File: config.mk
export PLATFORM = sky130hd
export DESIGN_NAME = wb_slave_decoder
export DESIGN_NICKNAME = d
export VERILOG_FILES = /design/src/rtl/wb_slave_decoder.sv
export SDC_FILE = /design/constraint.sdc
export NUM_CORES = 1
export LEC_CHECK = 0
export ABC_AREA = 1
export CAP_MARGIN = 20
export CORE_AREA = 2 2 125 127
export DETAILED_ROUTE_END_ITERATION = 6
export DIE_AREA = 0 0 127 129
export DONT_BUFFER_PORTS = 1
export SYNTH_ARGS = -nofsm -noshare
export SYNTH_HDL_FRONTEND = slang
export SYNTH_SLANG_ARGS = --single-unit
File: constraint.sdc
create_clock -name wb_clk_i -period 2.3 [get_ports wb_clk_i]
set_input_delay 0.575 -clock wb_clk_i [delete_from_list [all_inputs] [get_ports wb_clk_i]]
set_output_delay 0.575 -clock wb_clk_i [all_outputs]
set_load 0.05 [all_outputs]
File: src/rtl/wb_slave_decoder.sv
`default_nettype none
// +----------------------------------------------------------------------------+
// | wb_slave_decoder : one-outstanding Wishbone decoder, 4 slaves at 0x3000_0000 |
// | Optional WB_DECODER_TIMEOUT_EN: error out a silent slave. Revision 1.0       |
// +----------------------------------------------------------------------------+
module wb_slave_decoder #(
   parameter int BITS           = 32,
   parameter int TIMEOUT_CYCLES = 255
) (
   input  logic              wb_clk_i,
   input  logic              wb_rst_n_i,
   input  logic [BITS-1:0]   m_adr_i,
   input  logic [BITS-1:0]   m_dat_i,
   output logic [BITS-1:0]   m_dat_o,
   input  logic              m_we_i,
   input  logic [3:0]        m_sel_i,
   input  logic              m_cyc_i,
   input  logic              m_stb_i,
   output logic              m_ack_o,
   output logic              m_err_o,
   output logic [BITS-1:0]   s_adr_o,
   output logic [BITS-1:0]   s_dat_o,
   output logic              s_we_o,
   output logic [3:0]        s_sel_o,
   output logic [3:0]        s_cyc_o,
   output logic [3:0]        s_stb_o,
   input  logic [4*BITS-1:0] s_dat_i,
   input  logic [3:0]        s_ack_i,
   input  logic [3:0]        s_err_i
);

   typedef enum logic [1:0] {
      IDLE   = 2'd0,
      ACTIVE = 2'd1,
      RESP   = 2'd2
   } state_t;

   state_t          state_q, state_d;
   logic [1:0]      slot_q, slot_d;
   logic [3:0]      strobe_q, strobe_d;
   logic [BITS-1:0] adr_q, adr_d;
   logic [BITS-1:0] wdat_q, wdat_d;
   logic            we_q, we_d;
   logic [3:0]      sel_q, sel_d;
   logic [BITS-1:0] rdat_q, rdat_d;
   logic            ack_q, ack_d;
   logic            err_q, err_d;
`ifdef WB_DECODER_TIMEOUT_EN
   logic [15:0]     cnt_q, cnt_d;
`endif

   logic            mapped;
   logic            slave_ack;
   logic            slave_err;
   logic [BITS-1:0] slave_rdata;

   assign mapped    = (m_adr_i[31:18] == 14'h0C00);
   assign slave_ack = s_ack_i[slot_q];
   assign slave_err = s_err_i[slot_q];

   always_comb begin
      slave_rdata = '0;
      for (int i = 0; i < 4; i++) begin
         if (slot_q == i[1:0]) slave_rdata = s_dat_i[i*BITS +: BITS];
      end
   end

   always_comb begin
      state_d  = state_q;
      slot_d   = slot_q;
      strobe_d = strobe_q;
      adr_d    = adr_q;
      wdat_d   = wdat_q;
      we_d     = we_q;
      sel_d    = sel_q;
      rdat_d   = rdat_q;
      ack_d    = 1'b0;
      err_d    = 1'b0;
`ifdef WB_DECODER_TIMEOUT_EN
      cnt_d    = cnt_q;
`endif
      case (state_q)
         IDLE: begin
            if (m_cyc_i && m_stb_i) begin
               adr_d  = m_adr_i;
               wdat_d = m_dat_i;
               we_d   = m_we_i;
               sel_d  = m_sel_i;
               slot_d = m_adr_i[17:16];
               if (mapped) begin
                  strobe_d = 4'b0001 << m_adr_i[17:16];
                  state_d  = ACTIVE;
`ifdef WB_DECODER_TIMEOUT_EN
                  cnt_d    = 16'd0;
`endif
               end else begin
                  err_d   = 1'b1;
                  rdat_d  = '0;
                  state_d = RESP;
               end
            end
         end
         ACTIVE: begin
            // Abort beats any slave response arriving in the same cycle.
            if (!m_cyc_i) begin
               strobe_d = 4'b0000;
               state_d  = IDLE;
            end else if (slave_err) begin
               strobe_d = 4'b0000;
               err_d    = 1'b1;
               rdat_d   = '0;
               state_d  = RESP;
            end else if (slave_ack) begin
               strobe_d = 4'b0000;
               ack_d    = 1'b1;
               rdat_d   = we_q ? '0 : slave_rdata;
               state_d  = RESP;
`ifdef WB_DECODER_TIMEOUT_EN
            end else if (cnt_q == 16'(TIMEOUT_CYCLES - 1)) begin
               strobe_d = 4'b0000;
               err_d    = 1'b1;
               rdat_d   = '0;
               state_d  = RESP;
            end else begin
               cnt_d    = cnt_q + 16'd1;
`endif
            end
         end
         RESP: begin
            state_d = IDLE;
         end
         default: begin
            state_d = IDLE;
         end
      endcase
   end

   always_ff @(posedge wb_clk_i or negedge wb_rst_n_i) begin
      if (!wb_rst_n_i) begin
         state_q  <= IDLE;
         slot_q   <= 2'd0;
         strobe_q <= 4'b0000;
         adr_q    <= '0;
         wdat_q   <= '0;
         we_q     <= 1'b0;
         sel_q    <= 4'b0000;
         rdat_q   <= '0;
         ack_q    <= 1'b0;
         err_q    <= 1'b0;
`ifdef WB_DECODER_TIMEOUT_EN
         cnt_q    <= 16'd0;
`endif
      end else begin
         state_q  <= state_d;
         slot_q   <= slot_d;
         strobe_q <= strobe_d;
         adr_q    <= adr_d;
         wdat_q   <= wdat_d;
         we_q     <= we_d;
         sel_q    <= sel_d;
         rdat_q   <= rdat_d;
         ack_q    <= ack_d;
         err_q    <= err_d;
`ifdef WB_DECODER_TIMEOUT_EN
         cnt_q    <= cnt_d;
`endif
      end
   end

   assign m_dat_o = rdat_q;
   assign m_ack_o = ack_q;
   assign m_err_o = err_q;
   assign s_adr_o = adr_q;
   assign s_dat_o = wdat_q;
   assign s_we_o  = we_q;
   assign s_sel_o = sel_q;
   assign s_cyc_o = strobe_q;
   assign s_stb_o = strobe_q;

endmodule
`default_nettype wire

==> key figures <==
Layout
  – Final core occ: 40.7%
  – Layout cells sized above 1: 8.70%
  – Seq. cell area: between 2000 and 3000 um^2
  – Design Area, Final: 6090 um^2
  – Synth-to-Final Area Change: 9.69%
  – Multi-input gate area: roughly 2400 um^2
  – Final nets: between 900 and 1000
  – Number of filler cells placed in the layout: 1556

Clock network
  – Root Driver: clkbuf_16
  – Clk sink count: 109
  – Post-CTS Repair Setup Buffers: 0
  – CTS H-tree depth: 3
  – Clock Tree Buf Depth: 2
  – TritonCTS buffer count: 9
  – Reg clk slew, reported paths: about 80 ps
  – Cts repair resizes: 0
  – TritonCTS clock tree: yes
  – Worst-skew pair later-pin latency: 360 ps

Timing
  – Fmax: 526 MHz
  – Setup_tns: 0 ps
  – Worst Clk Skew: 5.82 ps
  – Worst-Margin Slew: 593 ps
  – Post-route clock period utilization: 82.7%
  – Minimum clock period: 1900 ps
  – Slew margin rel.: around three fifths
  – RSZ-0062 raised after global routing: false
  – Final Hold Fails: 109
  – Final setup fails: 0
  – Hold_ws: -101 ps
  – Slew Viols, Final: 0

Setup path
  – CP Launch Type: flip-flop
  – Crit path max fanout: 23
  – Crit path DAT: about 2200 ps
  – Worst setup EP type: flip-flop
  – CP Class: flip-flop to flip-flop
  – Worst EP required: 2590 ps

Yosys
  – Synth area leaders: dfrtp_1 49%, nand2_1 27%, o21ai_0 4.8%, nand3_1 3.7%, nor2_1 3.0%
  – Top-count cell post-synth: nand2_1
  – Syn_area_per_cell: ~7.1 um^2
  – Synth Instances: 777
  – Synthesized area: approximately 5600 um^2
  – Post-synth top cells: 403 x nand2_1, 109 x dfrtp_1, 53 x o21ai_0, 45 x nor2_1, 41 x nand3_1
  – Seq/Total Area, Yosys: 49.1%
  – Synth top area share: 49.1%
  – Post-synth top flop: dfrtp_1
  – Fraction of registers with async set/reset: 100%
  – Synth cell types: 24
  – Syn_nets: ~990
  – Post-synth EDFFs: 0
  – Synthesis warning total: 0
  – Yosys reg bits: 109
  – Area leader, netlist: dfrtp_1

Pwr
  – Leakage power: 3.31 nW
  – Overall power consumption: approximately 5.7 mW
  – Pwr Density: 929 nW/um^2
  – Peak VDD IR: ~0.00051 V

GRT
  – GRT Total Usage: 19.7%
  – Initial antenna violation count: 1
  – Pin count of the biggest net entering global routing: 110
  – Vias in the first global route: about 4700
  – Grt ovf: 0
  – Global-route wire length before repair: 24.7 mm

Floorplan
  – Io pins: 320
  – Core area: 15000 um^2
  – Die Ht: 129 um
  – Total die area: around 16000 um^2
  – Die Wd: 127 um
  – Initial Util: 37.1%
  – Std-Cell Rows: 45

Routing
  – Drt via density: 5.09
  – Total routed wirelength: 16.7 mm
  – Post-DR wirelength/cell: about 17 um
  – Drt pass-1 iters: 6
  – Detailed Route Iter0 Violations: 314
  – Remaining antenna violation count after routing: 0
  – DR vias: 4881
  – Remaining DRCs: 0

Outcome
  – Status: finished with violations
  – Failing checks: negative hold slack

Place
  – Port Buffers: 0
  – Post-place instance area: 5750 um^2
  – DPL Wire Length: approximately 13 mm
  – Gpl congestion: 0.872

Min path
  – HP Class: primary input to asynchronous set/reset pin

Job
  – Max cap viols: 0
## logic make-up after synthesis
group	Yosys count	share of synthesized area, %
AOI/OAI and AO/OA	64	6.13
and+or+nand+nor	518	37.7
DFF	109	49.1
buffers and inverters	86	7.03
## registers in the layout, indices dropped and copies added, names as in the netlist
name	flops
s_we_o	1
s_sel_o	4
s_cyc_o	4
slot_q	1
m_err_o	1
state_q	2
m_dat_o	32
s_dat_o	32
s_adr_o	31
m_ack_o	1
## path summary, 6_finish.rpt
| kind | from | endpoint | slack, ps | cells past startpoint |
|---|---|---|---|---|
| max in group asynchronous | wb_rst_n_i | m_dat_o[15] | 2250 | 0 |
| hold reg to reg | state_q[0] | state_q[0] | 640 | 3 |
| min in group wb_clk_i | m_dat_i[26] | s_dat_o[26] | 320 | 2 |
| setup / recovery | slot_q[0] | m_dat_o[27] | 400 | 9 |
| hold / removal | wb_rst_n_i | s_adr_o[24] | -100 | 0 |
| setup reg to reg | slot_q[0] | m_dat_o[27] | 400 | 9 |
## power by group
group | internal, mW | leakage (nW) | switching [mW] | total (mW)
logic | 0.318 | 1.74 | 0.696 | 1.01
registers | 2.11 | 1.41 | 0.816 | 2.92
clock network | 0.898 | 0.163 | 0.820 | 1.72
total | 3.32 | 3.31 | 2.33 | 5.66
## cells in the final DEF (no fill, tap or decap), types with 5 or more instances in the layout
cell	count
or2_2	14
clkbuf_16	9
nor2_2	5
buf_4	18
nand3_1	41
dfrtp_1	109
inv_1	37
nor2_1	45
nand2_1	403
o21ai_0	53
## metrics by stage
step           worst slack, ps  instances
5_1_grt                    188        959
3_3_place_gp               510        942
6_report                   398        959
2_1_floorplan              485        777
4_1_cts                    378        958
3_5_place_dp               416        942
## final cells by class
type | instances | share of cell area (%)
flip-flops and latches | 109 | 44.8
well taps | 188 | 3.86
diodes | 1 | 0.0411
inverters | 42 | 2.63
multi-input cells | 582 | 40.0
repair buffers | 21 | 3.21
clock inverters | 7 | 1.81
clock buffers | 9 | 3.70
## critical path, cell delays in order (launching register included)
cell and delay [ps]:
dfrtp_1 590, inv_4 190, nand3_1 110, nand2_1 90, nor2_4 160, nand3_1 140, nand3_2 120, buf_4 250
nand2_1 80, nand2_1 90
## layer usage
metal  track usage [%]  vias to the layer above  share of wire (%)
met5                 0                        -                  0
met3              7.40                       34                9.7
met2              34.5                      231                 49
met4              9.05                        0                3.2
met1              21.4                     2261                 38
li1                  -                     2355                  -
(Power assumes the default switching activity.)
